## config.mk

```make
export PLATFORM = sky130hd
export DESIGN_NAME = ov7670_capture
export DESIGN_NICKNAME = d
export VERILOG_FILES = /design/src/rtl/ov7670_pkg.sv /design/src/rtl/ov7670_byte_pair.sv /design/src/rtl/ov7670_capture.sv
export SDC_FILE = /design/constraint.sdc
export NUM_CORES = 1
export LEC_CHECK = 0
export ABC_AREA = 1
export CORE_ASPECT_RATIO = 1.25
export CORE_MARGIN = 8
export CORE_UTILIZATION = 40
export DETAILED_ROUTE_END_ITERATION = 10
export PLACE_DENSITY = 0.68
export SLEW_MARGIN = 5
export SYNTH_ARGS = -nofsm -noshare
export SYNTH_HDL_FRONTEND = slang
export SYNTH_SLANG_ARGS = --single-unit
```

## constraint.sdc

```tcl
create_clock -name pclk -period 1.61 [get_ports pclk]
set_clock_uncertainty 0.2 [all_clocks]
set_input_delay 0.483 -clock pclk [delete_from_list [all_inputs] [get_ports pclk]]
set_output_delay 0.483 -clock pclk [all_outputs]
set_load 0.01 [all_outputs]
```

## src/rtl/ov7670_pkg.sv

```systemverilog
// Shared types for the OV7670 capture path: FSM states, the RGB444 pixel
// layout written to the frame buffer, and frame-size arithmetic.
package ov7670_pkg;

  typedef enum logic [1:0] {
    WAIT_VS,
    SYNC,
    ACTIVE
  } cap_state_t;

  typedef struct packed {
    logic [3:0] r;
    logic [3:0] g;
    logic [3:0] b;
  } pixel444_t;

  function automatic int frame_pixels(input int h_active, input int v_active);
    return h_active * v_active;
  endfunction

endpackage

```

## src/rtl/ov7670_byte_pair.sv

```systemverilog
// Registers the camera pins once and pairs RGB444 bytes into pixels.
// Byte 0 carries R in its low nibble, byte 1 carries {G, B}. A lone byte at
// the end of an href window is discarded because the phase clears while href
// is low. With OV7670_CAPTURE_GEOM_CHECK_EN defined, a line_end pulse is also
// produced on each registered href fall.
import ov7670_pkg::*;

module ov7670_byte_pair (
  input  logic       pclk,
  input  logic       rst,
  input  logic       clear,
  input  logic       cam_vsync,
  input  logic       cam_href,
  input  logic [7:0] cam_data,
  output logic       vsync_q,
`ifdef OV7670_CAPTURE_GEOM_CHECK_EN
  output logic       line_end,
`endif
  output logic       pixel_valid,
  output pixel444_t  pixel
);

  logic       href_q;
  logic [7:0] data_q;
  logic       phase;
  logic [3:0] r_hold;

  // Input register stage, byte phase and held red nibble.
  always_ff @(posedge pclk) begin
    // NOTE: non-blocking assignments keep every register sampling pre-edge values.
    if (rst) begin
      vsync_q <= 1'b0;
      href_q  <= 1'b0;
      data_q  <= '0;
      phase   <= 1'b0;
      r_hold  <= '0;
    end else begin
      vsync_q <= cam_vsync;
      href_q  <= cam_href;
      data_q  <= cam_data;
      if (!href_q || clear) phase <= 1'b0;
      else                  phase <= ~phase;
      if (href_q && !phase) r_hold <= data_q[3:0];
    end
  end

  // Second byte of a pair completes a pixel unless the line is being abandoned.
  assign pixel_valid = href_q & phase & ~clear;
  assign pixel       = '{r: r_hold, g: data_q[7:4], b: data_q[3:0]};

`ifdef OV7670_CAPTURE_GEOM_CHECK_EN
  logic href_prev;

  // Delayed href used to detect the end of each line.
  always_ff @(posedge pclk) begin
    if (rst) href_prev <= 1'b0;
    else     href_prev <= href_q;
  end

  assign line_end = href_prev & ~href_q;
`endif

endmodule

```

## src/rtl/ov7670_capture.sv

```systemverilog
// OV7670 RGB444 capture into a linear frame buffer. Waits for a complete vsync
// pulse after reset, discards SKIP_FRAMES frames, then writes one 12-bit pixel
// per byte pair at consecutive addresses starting from 0 each frame.
// Optional geometry checking is enabled with OV7670_CAPTURE_GEOM_CHECK_EN;
// without it frame_err is constant 0.
import ov7670_pkg::*;

module ov7670_capture #(
  parameter int H_ACTIVE    = 640,
  parameter int V_ACTIVE    = 480,
  parameter int ADDR_W      = 19,
  parameter int SKIP_FRAMES = 2
) (
  input  logic              pclk,
  input  logic              rst,
  input  logic              cam_vsync,
  input  logic              cam_href,
  input  logic [7:0]        cam_data,
  output logic              wr_en,
  output logic [ADDR_W-1:0] wr_addr,
  output logic [11:0]       wr_data,
  output logic              frame_done,
  output logic [7:0]        frame_count,
  output logic              overflow,
  output logic              frame_err
);

  localparam int                FRAME_PIXELS = frame_pixels(H_ACTIVE, V_ACTIVE);
  localparam logic [ADDR_W-1:0] FRAME_END    = ADDR_W'(FRAME_PIXELS);
  localparam logic [7:0]        SKIP_INIT    = 8'(SKIP_FRAMES);

  cap_state_t        state, state_next;
  logic              vsync_q, vsync_prev, vs_rise;
  logic              pixel_valid, accept;
  pixel444_t         pixel;
  logic [ADDR_W-1:0] addr;
  logic [7:0]        skip_cnt;
`ifdef OV7670_CAPTURE_GEOM_CHECK_EN
  logic              line_end;
`endif

  ov7670_byte_pair u_byte_pair (
    .pclk        (pclk),
    .rst         (rst),
    .clear       (vs_rise),
    .cam_vsync   (cam_vsync),
    .cam_href    (cam_href),
    .cam_data    (cam_data),
    .vsync_q     (vsync_q),
`ifdef OV7670_CAPTURE_GEOM_CHECK_EN
    .line_end    (line_end),
`endif
    .pixel_valid (pixel_valid),
    .pixel       (pixel)
  );

  assign vs_rise = vsync_q & ~vsync_prev;
  assign accept  = pixel_valid && (state == ACTIVE) && (skip_cnt == '0);

  // FSM state register.
  always_ff @(posedge pclk) begin
    if (rst) state <= WAIT_VS;
    else     state <= state_next;
  end

  // Next-state logic: full vsync pulse, then active frame until the next rise.
  always_comb begin
    // NOTE: default first so no path leaves state_next unassigned (no latch).
    state_next = state;
    unique case (state)
      WAIT_VS: if (vsync_q)  state_next = SYNC;
      SYNC:    if (!vsync_q) state_next = ACTIVE;
      ACTIVE:  if (vs_rise)  state_next = SYNC;
      default:               state_next = WAIT_VS;
    endcase
  end

  // Write strobe, addressing, overflow, skip counter and frame accounting.
  always_ff @(posedge pclk) begin
    if (rst) begin
      vsync_prev  <= 1'b0;
      wr_en       <= 1'b0;
      wr_addr     <= '0;
      wr_data     <= '0;
      frame_done  <= 1'b0;
      frame_count <= '0;
      overflow    <= 1'b0;
      addr        <= '0;
      skip_cnt    <= SKIP_INIT;
    end else begin
      vsync_prev <= vsync_q;
      wr_en      <= 1'b0;
      frame_done <= 1'b0;
      if (vs_rise) begin
        addr     <= '0;
        overflow <= 1'b0;
      end else if (accept) begin
        if (addr == FRAME_END) begin
          overflow <= 1'b1;
        end else begin
          wr_en   <= 1'b1;
          wr_addr <= addr;
          wr_data <= pixel;
          addr    <= addr + ADDR_W'(1);
        end
      end
      if (state == ACTIVE && vs_rise) begin
        if (skip_cnt == '0) begin
          frame_done  <= 1'b1;
          frame_count <= frame_count + 8'd1;
        end else begin
          skip_cnt <= skip_cnt - 8'd1;
        end
      end
    end
  end

`ifdef OV7670_CAPTURE_GEOM_CHECK_EN
  logic [15:0] px_cnt, line_cnt, lines_now;
  logic        geom_bad, line_bad;

  assign line_bad  = line_end && (px_cnt != 16'(H_ACTIVE));
  assign lines_now = line_cnt + {15'd0, line_end};

  // Per-line pixel and per-frame line counting; verdict latched with frame_done.
  always_ff @(posedge pclk) begin
    if (rst) begin
      px_cnt    <= '0;
      line_cnt  <= '0;
      geom_bad  <= 1'b0;
      frame_err <= 1'b0;
    end else if (state != ACTIVE) begin
      px_cnt   <= '0;
      line_cnt <= '0;
      geom_bad <= 1'b0;
    end else if (vs_rise) begin
      if (skip_cnt == '0)
        frame_err <= geom_bad | line_bad | (lines_now != 16'(V_ACTIVE));
      px_cnt   <= '0;
      line_cnt <= '0;
      geom_bad <= 1'b0;
    end else if (line_end) begin
      px_cnt   <= '0;
      line_cnt <= line_cnt + 16'd1;
      if (line_bad) geom_bad <= 1'b1;
    end else if (pixel_valid) begin
      px_cnt <= px_cnt + 16'd1;
    end
  end
`else
  assign frame_err = 1'b0;
`endif

endmodule

```

==> flow_summary.yaml <==
run_status:
  outcome: "complete, but fails checks"
  violations: "setup timing"
drt:
  drc: 0
  vias_per_cell: 4.81
  wirelength_um: 11300
  drtIter0Drc: 218
  wl_per_cell_um: 14.0
  first_pass_iters: 4
  routed-via-count: 3895
  ant_nets: 0
grt:
  antenna_found_initial: 0
  grt_pass1_vias: 3848
  grt_max_degree: 31
  grt.total_usage_pct: 16.6
  grt_overflow_total: 0
  grt_first_pass_wirelength_um: 17800
power:
  clockPowerShare_pct: 46.6
  leakagePower_uw: 0.00259
  switching_share_pct: 22.0
  p_sw_uw: 975
  power_density_nw_per_um2: 754
  ir_worst_vdd_uv: 694
  power_frac_seq_pct: 49.4
  combPwrFrac_pct: 4.0
  intPower_uw: 3460
yosys:
  synth_nets: 546
  synthDistinctLibCells: 33
  ys_seq_area_share_pct: 45.4
  ys_top_cells_by_area: "dfxtp_1 45%, nor2_1 13%, nand2_1 8.6%"
  syn_inst: 529
  avgSynthCellArea_sq_um: 7.25
  ys_ff_latch: 87
  yosys.area.top_type_share_pct: 45.4
  synth_top_area_cell: "dfxtp_1"
  syn_area_sq_um: 3840
  synth_warnings: 0
clocking:
  clock-sinks: 87
  cts_made_buffers: 9
  clk_latency_ns: 0.34
  cts_tree: "done"
  clockBufferDepth: 2
  holdBufCountCts: 0
  htreeDepth: 3
  cts_root_buf: "clkbuf_16"
  clkTransAtPathRegs_ns: 0.07
worst_setup_path:
  cp_max_fo: 6
  required_ns: 1.65
  cp-start-kind: "register"
  worstPathCellList: "buf_6 -> nor2_4 -> nand3_2 -> nor2_4 -> a21oi_4 -> buf_12 -> buf_4 -> nor2_1 -> nor2_1"
  crit_arrival_ns: 1.76
  critPathKind: "reg -> reg"
  slowest_delay_ns: 0.34
  critPathSlowestCell: "dfxtp_2"
  endpoint_kind: "register"
placement:
  placed_cells: 769
  gp_congestion: 0.862
  dpl.hpwl_um: 7490
  port_buffers: 53
  place_area_sq_um: 5040
floorplan:
  placementRows: 40
  die_area_sq_um: 13000
  start_util_pct: 40.6
  io_pins: 55
  core_sq_um: 9460
  die_w_um: 104
  die_h_um: 126
timing:
  fin_hold_ws_ns: 0.273
  setup_viol: 48
  finalHoldViolCount: 0
  fin_crit_sh_pct: 107
  setup_slack_ns: -0.115
  fin_crit_ns: 1.72
  rsz0062_at_grt: "true"
  report.final.slew_viol_count: 0
  max_freq_mhz: 580
finish:
  fin_util_pct: 62.1
  drive_gt1_share_pct: 42.2
  n_antenna_cell: 0
  fin_nets: 696
  final_cell_count_no_fill: 809
  post-route-cell-area_sq_um: 5870
  areaGrowthSynthToFinish_pct: 53.1
  layout_common_cells: "112 x nor2_1, 83 x buf_4, 77 x nand2_1"
  layout_commonest_cell: "nor2_1"
min_path:
  hold_class: "reg -> reg"
run:
  maxCapViolCount: 0
==> power groups by stage <==
stage               Clock, uW  Combinational, uW  Sequential, uW
finish                   2060                179            2190
global route             2190                200            2190
CTS                      2100                166            2190
detailed placement          0                160            2240
global placement            0                158            2240
floorplan                   0               86.8            2230
==> per-layer routing <==
metal / GRT usage [%] / up-vias / share of wire, %
met2: 30.4 / 84 / 54
met3: 4.01 / 20 / 4.1
met5: 0 / - / 0
met4: 8.58 / 0 / 2.8
met1: 16.9 / 1828 / 39
li1: - / 1963 / -
==> final timing paths <==
check,slack [ns],endpoint,from,cells after the start
max,-0.11,wr_data[6],addr[3],9
min,0.27,wr_addr[2],wr_addr[2],2
max reg2reg,-0.11,wr_data[6],addr[3],9
min reg2reg,0.27,wr_addr[2],wr_addr[2],2
==> final cells by class <==
type	instances	area (sq um)
clock buffers	10	229
repair buffers	155	1320
clock inverters	5	58.8
multi-input cells	372	2110
fillers	770	3580
inverters	54	215
flip-flops and latches	87	1790
well taps	126	158
==> registers in the layout (all words and copies together) (netlist names) <==
register / flops
addr: 19
u_byte_pair.href_q: 1
state: 2
overflow: 1
u_byte_pair.data_q: 8
u_byte_pair.phase: 1
u_byte_pair.r_hold: 4
skip_cnt: 8
wr_en: 1
frame_count: 8
wr_data: 12
u_byte_pair.vsync_q: 1
wr_addr: 19
vsync_prev: 1
frame_done: 1
==> cell families after synthesis <==
kind of cell    count (synthesis)  share of synthesized area (%)
flops                          87                           45.4
buf+inv                        71                           8.48
compound gates                 71                           9.85
xor+xnor                       13                           2.97
fa+ha+maj                       5                           1.63
other cells                     1                         0.0977
simple gates                  281                           31.6
==> Yosys cell counts <==
master,number
nor2_1,133
nand2_1,88
dfxtp_1,87
inv_1,52
nand3_1,28
o21ai_1,28
a21oi_1,21
o21ai_0,16
buf_6,7
clkbuf_1,7
xor2_1,7
nand2_2,6
nor2_4,6
nor3_1,6
xnor2_1,6
ha_1,5
nand4_1,3
nor2_2,3
a31oi_1,2
buf_2,2
inv_2,2
nor3b_1,2
o21bai_1,2
a21oi_2,1
a21oi_4,1
and2_1,1
and3_1,1
buf_4,1
conb_1,1
nand2_4,1
nand3_2,1
nand3b_2,1
nor3_2,1
==> worst max-delay path: cells and delay by family, from the launching register on <==
kind | cells | cell delay, ns
DFF | 1 | 0.34
AOI/OAI and AO/OA | 1 | 0.09
buffers and inverters | 3 | 0.42
and+or+nand+nor | 5 | 0.56
==> metrics by stage <==
stage | total power, uW | setup WS [ns] | TNS (ns)
after floorplan | 2320 | 0.00352 | 0
after global placement | 2390 | -0.188 | -9.39
after detailed placement | 2400 | -0.225 | -11.27
after CTS | 4450 | -0.137 | -2.80
after global routing | 4580 | -0.187 | -8.31
final | 4430 | -0.115 | -3.20
==> timing repair <==
action,CTS,global route
pin swaps,20,18
resized for setup,199,96
cloned,2,2
setup buffers,12,9
endpoints found under the setup margin,104,93
Power figures use the tool's default switching activity.
